===== config.mk =====
export PLATFORM = sky130hd
export DESIGN_NAME = sprite_compositor
export DESIGN_NICKNAME = d
export VERILOG_FILES = /design/src/rtl/sprite_compositor.sv
export SDC_FILE = /design/constraint.sdc
export NUM_CORES = 1
export LEC_CHECK = 0
export BUFFER_PORTS_ARGS = -buffer_cell sky130_fd_sc_hd__buf_4
export CAP_MARGIN = 20
export CORE_MARGIN = 2
export CORE_UTILIZATION = 55
export CTS_BUF_LIST = sky130_fd_sc_hd__clkbuf_4 sky130_fd_sc_hd__clkbuf_8 sky130_fd_sc_hd__clkbuf_16
export DETAILED_ROUTE_END_ITERATION = 6
export PLACE_DENSITY = 0.82
export SYNTH_ARGS = -nofsm -noshare
export SYNTH_HDL_FRONTEND = slang
export SYNTH_SLANG_ARGS = --single-unit

===== constraint.sdc =====
create_clock -name vclock -period 14.8 [get_ports vclock]
set_input_delay 3.7 -clock vclock [delete_from_list [all_inputs] [get_ports vclock]]
set_output_delay 3.7 -clock vclock [all_outputs]
set_load 0.005 [all_outputs]

===== src/rtl/sprite_compositor.sv =====
// Composites N_SPRITES square sprites over a background pixel stream.
// Sprite attributes are staged in shadow registers and committed on a vsync fall.
module sprite_compositor #(
    parameter int          N_SPRITES    = 4,
    parameter int          IDX_W        = 2,
    parameter int          SPRITE_W     = 16,
    parameter int          SPRITE_H     = 16,
    parameter int          BG_LATENCY   = 4,
    parameter int          ALPHA_M      = 2,
    parameter int          ALPHA_N_LOG2 = 2,
    parameter int          TOTAL_WIDTH  = 1024,
    parameter int          TOTAL_HEIGHT = 768,
    parameter logic [23:0] BLANK_COLOR  = 24'h000000
) (
    input  logic             vclock,
    input  logic             reset,
    input  logic [10:0]      hcount,
    input  logic [9:0]       vcount,
    input  logic             hsync,
    input  logic             vsync,
    input  logic             blank,
    input  logic [23:0]      bg_pixel,
    input  logic             wr_en,
    output logic             wr_ready,
    input  logic [IDX_W-1:0] wr_idx,
    input  logic [11:0]      wr_x,
    input  logic [11:0]      wr_y,
    input  logic [23:0]      wr_color,
    input  logic             wr_visible,
    input  logic             freeze,
    output logic             commit_done,
    output logic             phsync,
    output logic             pvsync,
    output logic             pblank,
    output logic [23:0]      pixel
);
    localparam int               EXTRA     = BG_LATENCY - 3;
    localparam int               BW        = 8 + ALPHA_N_LOG2 + 1;
    localparam logic [IDX_W:0]   IDX_LIMIT = (IDX_W + 1)'(N_SPRITES);
    localparam logic signed [12:0] HALF_W  = 13'(SPRITE_W / 2);
    localparam logic signed [12:0] HALF_H  = 13'(SPRITE_H / 2);

    typedef enum logic {ST_RUN = 1'b0, ST_COMMIT = 1'b1} state_t;

    state_t r_state;
    logic   r_vsync, r_pending, r_commit_done, r_wr_ready;
    logic   w_wr_valid, w_vs_fall;

    assign w_wr_valid  = wr_en && r_wr_ready && ({1'b0, wr_idx} < IDX_LIMIT);
    assign w_vs_fall   = r_vsync && !vsync;
    assign wr_ready    = r_wr_ready;
    assign commit_done = r_commit_done;

    // A write landing on the vsync-fall cycle is enough to trigger the commit.
    always_ff @(posedge vclock) begin
        if (reset) begin
            r_state       <= ST_RUN;
            r_vsync       <= 1'b1;
            r_pending     <= 1'b0;
            r_commit_done <= 1'b0;
            r_wr_ready    <= 1'b1;
        end else begin
            r_vsync <= vsync;
            case (r_state)
                ST_RUN: begin
                    if (w_wr_valid)
                        r_pending <= 1'b1;
                    if (w_vs_fall && (r_pending || w_wr_valid) && !freeze) begin
                        r_state       <= ST_COMMIT;
                        r_commit_done <= 1'b1;
                        r_wr_ready    <= 1'b0;
                    end
                end
                default: begin
                    r_state       <= ST_RUN;
                    r_pending     <= 1'b0;
                    r_commit_done <= 1'b0;
                    r_wr_ready    <= 1'b1;
                end
            endcase
        end
    end

    logic [11:0]        w_x, w_y;
    logic signed [12:0] w_xs, w_ys;
    assign w_x  = {1'b0, hcount} - 12'(TOTAL_WIDTH / 2);
    assign w_y  = 12'(TOTAL_HEIGHT) - {2'b00, vcount};
    assign w_xs = $signed({w_x[11], w_x});
    assign w_ys = $signed({w_y[11], w_y});

    logic [N_SPRITES-1:0]        w_hit, r_s1_hit;
    logic [N_SPRITES-1:0][23:0]  w_ac_color;

    genvar gi;
    generate
        for (gi = 0; gi < N_SPRITES; gi++) begin : g_spr
            localparam logic [IDX_W-1:0] SEL = IDX_W'(gi);
            logic [11:0]        r_sh_x, r_sh_y, r_ac_x, r_ac_y;
            logic [23:0]        r_sh_color, r_ac_color;
            logic               r_sh_vis, r_ac_vis;
            logic signed [12:0] w_cx, w_cy;

            always_ff @(posedge vclock) begin
                if (reset) begin
                    r_sh_vis <= 1'b0;
                    r_ac_vis <= 1'b0;
                end else begin
                    if (w_wr_valid && wr_idx == SEL) begin
                        r_sh_x     <= wr_x;
                        r_sh_y     <= wr_y;
                        r_sh_color <= wr_color;
                        r_sh_vis   <= wr_visible;
                    end
                    if (r_state == ST_COMMIT) begin
                        r_ac_x     <= r_sh_x;
                        r_ac_y     <= r_sh_y;
                        r_ac_color <= r_sh_color;
                        r_ac_vis   <= r_sh_vis;
                    end
                end
            end

            assign w_cx = $signed({r_ac_x[11], r_ac_x});
            assign w_cy = $signed({r_ac_y[11], r_ac_y});
            assign w_hit[gi] = r_ac_vis
                && (w_xs >= w_cx - HALF_W) && (w_xs < w_cx + HALF_W)
                && (w_ys >= w_cy - HALF_H) && (w_ys < w_cy + HALF_H);
            assign w_ac_color[gi] = r_ac_color;
        end
    endgenerate

    logic [23:0] w_top, w_sec;
    logic [1:0]  w_cnt;
    always_comb begin
        w_top = '0;
        w_sec = '0;
        w_cnt = 2'd0;
        for (int i = 0; i < N_SPRITES; i++) begin
            if (r_s1_hit[i]) begin
                if (w_cnt == 2'd0) begin
                    w_top = w_ac_color[i];
                    w_cnt = 2'd1;
                end else if (w_cnt == 2'd1) begin
                    w_sec = w_ac_color[i];
                    w_cnt = 2'd2;
                end
            end
        end
    end

    logic [23:0] r_s2_top, r_s2_sec, w_blend, r_s3_col;
    logic [1:0]  r_s2_cnt;
    logic        r_s3_hit;

    generate
        for (gi = 0; gi < 3; gi++) begin : g_ch
            logic [BW-1:0] w_sum;
            assign w_sum = BW'(r_s2_top[gi*8 +: 8]) * BW'(ALPHA_M)
                         + BW'(r_s2_sec[gi*8 +: 8]) * BW'((2 ** ALPHA_N_LOG2) - ALPHA_M);
            assign w_blend[gi*8 +: 8] = 8'(w_sum >> ALPHA_N_LOG2);
        end
    endgenerate

    always_ff @(posedge vclock) begin
        if (reset) begin
            r_s1_hit <= '0;
            r_s2_top <= '0;
            r_s2_sec <= '0;
            r_s2_cnt <= 2'd0;
            r_s3_hit <= 1'b0;
            r_s3_col <= '0;
        end else begin
            r_s1_hit <= w_hit;
            r_s2_top <= w_top;
            r_s2_sec <= w_sec;
            r_s2_cnt <= w_cnt;
            r_s3_hit <= (r_s2_cnt != 2'd0);
            r_s3_col <= (r_s2_cnt == 2'd2) ? w_blend :
                        (r_s2_cnt == 2'd1) ? r_s2_top : 24'h000000;
        end
    end

    logic        w_al_hit;
    logic [23:0] w_al_col;
    generate
        if (EXTRA > 0) begin : g_dly
            logic [EXTRA-1:0] r_dh;
            logic [23:0]      r_dc [EXTRA];
            always_ff @(posedge vclock) begin
                if (reset) begin
                    r_dh <= '0;
                end else begin
                    r_dh[0] <= r_s3_hit;
                    r_dc[0] <= r_s3_col;
                    for (int k = 1; k < EXTRA; k++) begin
                        r_dh[k] <= r_dh[k-1];
                        r_dc[k] <= r_dc[k-1];
                    end
                end
            end
            assign w_al_hit = r_dh[EXTRA-1];
            assign w_al_col = r_dc[EXTRA-1];
        end else begin : g_nodly
            assign w_al_hit = r_s3_hit;
            assign w_al_col = r_s3_col;
        end
    endgenerate

    logic [BG_LATENCY-1:0] r_hs_dly, r_vs_dly, r_bl_dly;
    always_ff @(posedge vclock) begin
        if (reset) begin
            r_hs_dly <= '1;
            r_vs_dly <= '1;
            r_bl_dly <= '1;
        end else begin
            r_hs_dly <= {r_hs_dly[BG_LATENCY-2:0], hsync};
            r_vs_dly <= {r_vs_dly[BG_LATENCY-2:0], vsync};
            r_bl_dly <= {r_bl_dly[BG_LATENCY-2:0], blank};
        end
    end

    assign phsync = r_hs_dly[BG_LATENCY-1];
    assign pvsync = r_vs_dly[BG_LATENCY-1];
    assign pblank = r_bl_dly[BG_LATENCY-1];
    assign pixel  = pblank ? BLANK_COLOR : (w_al_hit ? w_al_col : bg_pixel);
endmodule

-- Word-level counts from Yosys, hierarchy flattened
Memory sizes are Yosys's and may differ from the RTL's.
Index checks and enable logic that the tools add are counted.
- register bits: 489
- latch bits: 0
- RAM bits: 24
- memory bits (read-only): 0
- bits of input ports: 103
- output and inout bits: 29
- logic and storage cells: 164
- memories kept: 1
- add/subtract/negate cells: 21
- multiply operators: 0
- div/mod/pow operators: 0
- $lt $le $gt $ge: 16
- equal/unequal tests: 8
- shift-type cells: 0
- multiplexer cells: 32
- bitwise logic cells: 1
- reductions and logical operators: 38
- memories (name ; words ; bits a word ; rd ports ; clocked after Yosys merged registers in ; write ports ; RTL line ; text):
    g_dly.r_dc ; 1 ; 24 ; 1 ; 0 ; 1 ; 188 ; logic [23:0] r_dc [EXTRA];
- operators with widths (cell ; count):
    24-bit two-way mux ; 20
    12-bit by 5-bit adder with 13-bit output, second input constant ; 8
    12-bit by 5-bit subtractor with 13-bit output, second input constant ; 8
    11-bit by 13-bit >= comparator with 1-bit output ; 4
    12-bit by 13-bit >= comparator with 1-bit output ; 4
    11-bit by 13-bit < comparator with 1-bit output ; 4
    12-bit by 13-bit < comparator with 1-bit output ; 4
    9-bit by 9-bit adder with 10-bit output ; 3
    1-bit logical AND ; 24
    2-bit two-way mux ; 9
    11-bit by 10-bit subtractor with 12-bit output, second input constant ; 1
    10-bit by 10-bit subtractor with 11-bit output, first input constant ; 1
    2-bit by 1-bit == test with 1-bit output, second input constant ; 5
    2-bit AND reduction ; 5
    2-bit logical NOT ; 4
    2-bit == test, second input constant ; 3
    1-bit two-way mux ; 3
    1-bit logical NOT ; 2
    2-bit nonzero test ; 1
    2-bit OR reduction ; 1
    1-bit logical OR ; 1
    1-bit inverter ; 1

-- Depth between registers and ports, before layout
- word-level depth: 13
- mapped depth: 13
- depth with buffers taken out: 13

-- Least setup slack after synthesis
Ideal clock, no wire load.
- path kind: input to register
- start point: in reset
- end point: reg g_spr[0].r_ac_color[0], enable pin
- setup time: 0.768 ns
- arrival: 12.466 ns
- required time: 14.032 ns
- path slack: 1.566 ns
- cell stages on the path: 3
- buffers on the path: 2
- cells stage by stage: clkbuf_1 > clkbuf_1 > nor2b_1
- word-level cells in the longest chain between the ends: 2
- ends and longest elaborated chain (what ; RTL line ; text):
    start: declaration ; 16 ; input logic reset,
    1-bit inverter (no source line) ; - ;
    2-bit AND reduction (no source line) ; - ;
    end signal: assignment ; 117 ; r_ac_color <= r_sh_color;
    end: declaration ; 99 ; logic [23:0] r_sh_color, r_ac_color;
Every way passes these cells.
A chain may end at the register's enable or synchronous reset.

-- Worst setup path after layout
- start point: in bg_pixel[9]
- end point: out pixel[9]
- word-level cells in the longest chain between the ends: 2
- ends and longest elaborated chain (what ; RTL line ; text):
    start: declaration ; 22 ; input logic [23:0] bg_pixel,
    24-bit two-way mux (2 in a row) ; 225 ; assign pixel = pblank ? BLANK_COLOR : (w_al_hit ? w_al_col : bg_pixel);
    end: declaration ; 35 ; output logic [23:0] pixel
Every way passes these cells.

==> metrics.cfg <==
[cts]
cts_tree=built
path_clk_slew_ns=0.06
cts_resized=0
cts-buffers-inserted=51
cts_setup_buffers=0
cts_buffer_depth=3
cts-root-buf=clkbuf_16
htreeDepth=2
clkLatencyLatePin_ns=0.61
cts_sinks=512
cts_hold_buf=0

[pwr]
combPwrFrac=0.052
peakVddDrop_uv=96.8
power.switching_mw=0.652
power.density_mw_per_mm2=111
power.internal_mw=2.39
power_frac_clock=0.428
p_leak_nw=10.2
swShare=0.214
sequentialPowerShare=0.520

[synth]
synth_fp_nets=2242
muxShareOfSynthArea=0.0138
yosysTopAreaCell=edfxtp_1
yosys.area_share.simple=0.108
synth_flop_cell=edfxtp_1
synth_top_area_frac=0.512
ys_ff_latch=512
yosysSeqAreaShare=0.599
syn_area_per_cell_um2=12.5
synth_top_family_by_area=adder cells
synth_cell_types=66
async_flop_share=0
synth_cells=1915
synth_area_mm2=0.0239
synth-compound-area-share=0.0866
ys_warn_count=0
synth_edf_count=408
yosys-top-cells-area=edfxtp_1 (51%), ha_1 (12%), dfxtp_1 (8.7%), nor2_1 (3.0%), xnor2_1 (3.0%)
synthAdderAreaFrac=0.118
synthXorXnorAreaFrac=0.0494

[floorplanning]
rows=76
core-area_mm2=0.0430
ios=132
dieArea_mm2=0.0452
start_util=0.557
fp.dieH_um=213
dieWidth_um=213

[place]
pre_cts_ws_ns=6.91
numPortBuffers=131
dp_hpwl_um=34900
gp_congestion=0.870

[global_routing]
grt_pass1_wl_um=82200
track_usage=0.235
grt_max_degree=83
antenna_found_initial=3
grt_pass1_vias=15687
grt.overflow.total=0

[sta]
relSlewSlack=0.253
rsz0062_at_grt=no
finalSetupViolations=0
fin_ws_ns=6.91
fmax_mhz=127
maxSlewViolCount=0
post-route-period-util=0.533
layout_min_cycle_time_ns=7.89
hold_slack_ns=0.398
tightest_slew_ns=1.12
skew_ns=0.0151
hold_violations=0
tns_ns=0

[critical_path]
reg2reg_from=r_state$_SDFF_PP0_
required_ns=11.10
crit_start=bg_pixel[9]
arrival_ns=4.19
crit_type=in -> out
end_kind=output pin
critPathMaxFanout=1
critPathLaunchType=input port

[job]
drv_cap=0

[route]
met3_length_um=4460
firstDrtPassIters=6
drt_iter0_markers=1353
wl_per_cell_um=19.5
drt.antenna.violating_nets=0
vias=15740
routed.top_layer=met5
wirelength_met1_um=21800
met2_length_um=24300
drt_wl_total_um=52300
drt-vias-per-instance=5.87
drcViolationCount=0

[worst_hold_path]
hp-class=reg -> reg
min_from=r_s3_col[2]$_SDFF_PP0_

[status]
status=complete, no violations

[finish]
most-common-layout-cells=edfxtp_1 (408), ha_1 (221), nor2_1 (189)
drive_gt1_frac=0.133
final_common_cell=edfxtp_1
areaGrowthSynthToFinish_pct=14.2
num-nets-final=2377
fillers=3108

## path summary, 6_finish.rpt
kind	slack [ns]	end	cells after the start
worst max-delay path	6.91	pixel[9]	4
worst min-delay path	0.40	g_dly.r_dc[0][2]$_DFFE_PN_	0
worst max register to register	11.05	g_spr[3].r_ac_color[14]$_DFFE_PP_	3
worst min register to register	0.40	g_dly.r_dc[0][2]$_DFFE_PN_	0
## synthesized netlist by cell type, types with 4 or more instances
cell type,count
a2111oi_0,5
a211oi_1,9
a21o_1,21
a21oi_1,97
a222oi_1,23
a22oi_1,15
a311oi_1,24
a31o_2,5
a31oi_1,6
and3_1,16
and4_1,4
buf_1,6
buf_2,14
clkbuf_1,56
dfxtp_1,104
edfxtp_1,408
ha_1,221
inv_1,84
mux2i_1,32
nand2_1,94
nand2b_1,15
nand3_1,82
nand4_1,17
nor2_1,192
nor2b_1,18
nor3_1,57
nor4_1,9
o2111ai_1,4
o211ai_1,14
o21a_1,5
o21ai_0,42
o22ai_1,5
o31ai_1,5
or2_2,14
or3_1,5
xnor2_1,82
xor2_1,53
## per-stage QoR
stage,cells,area (um^2),util,power (mW)
6_report,2680,27300,0.636,3.04
5_1_grt,2678,27300,0.636,3.14
4_1_cts,2675,27300,0.635,3.07
3_5_place_dp,2579,25600,0.595,1.77
3_3_place_gp,2579,25600,0.595,1.76
2_1_floorplan,1915,23900,-,1.70
## logic make-up after synthesis
| kind of cell | after synthesis |
|---|---|
| xor+xnor | 135 |
| buf+inv | 160 |
| simple gates | 545 |
| fa+ha+maj | 224 |
| mux | 33 |
| compound gates | 306 |
| flops | 512 |
## power groups by stage
stage	clock, mW	combinational, mW	sequential [mW]
2_1_floorplan	0	0.0879	1.61
3_3_place_gp	0	0.147	1.61
3_5_place_dp	0	0.155	1.61
4_1_cts	1.33	0.157	1.58
5_1_grt	1.38	0.176	1.58
6_report	1.30	0.158	1.58
## critical path, cell delays in order
cell and delay, ns:
buf_4 0.11, mux2i_1 0.13, nor2_1 0.06, buf_4 0.18
## flip-flops by register name, summed over array words and instances (netlist names), 2 cells and up
| signal | count |
|---|---|
| g_dly.r_dc | 24 |
| g_spr.r_ac_color | 96 |
| g_spr.r_ac_vis | 4 |
| g_spr.r_ac_x | 48 |
| g_spr.r_ac_y | 48 |
| g_spr.r_sh_color | 96 |
| g_spr.r_sh_vis | 4 |
| g_spr.r_sh_x | 48 |
| g_spr.r_sh_y | 48 |
| r_bl_dly | 4 |
| r_hs_dly | 4 |
| r_s1_hit | 4 |
| r_s2_cnt | 2 |
| r_s2_sec | 24 |
| r_s2_top | 24 |
| r_s3_col | 24 |
| r_vs_dly | 4 |
## layout make-up
type	count	area (um^2)	share of cell area
timing repair buffer	158	1210	0.0441
clock buffer	59	1360	0.0498
tap	585	732	0.0268
multi-input combinational	1243	9020	0.330
antenna	2	5.00	0.000183
inverter	84	315	0.0115
sequential	512	14300	0.524
clock inverter	37	359	0.0131
## per-layer routing
| metal | track usage | up-vias |
|---|---|---|
| met5 | 0 | - |
| met3 | 0.0471 | 136 |
| li1 | - | 7401 |
| met4 | 0.0912 | 2 |
| met2 | 0.378 | 680 |
| met1 | 0.316 | 7521 |
Power figures use the tool's default switching activity.
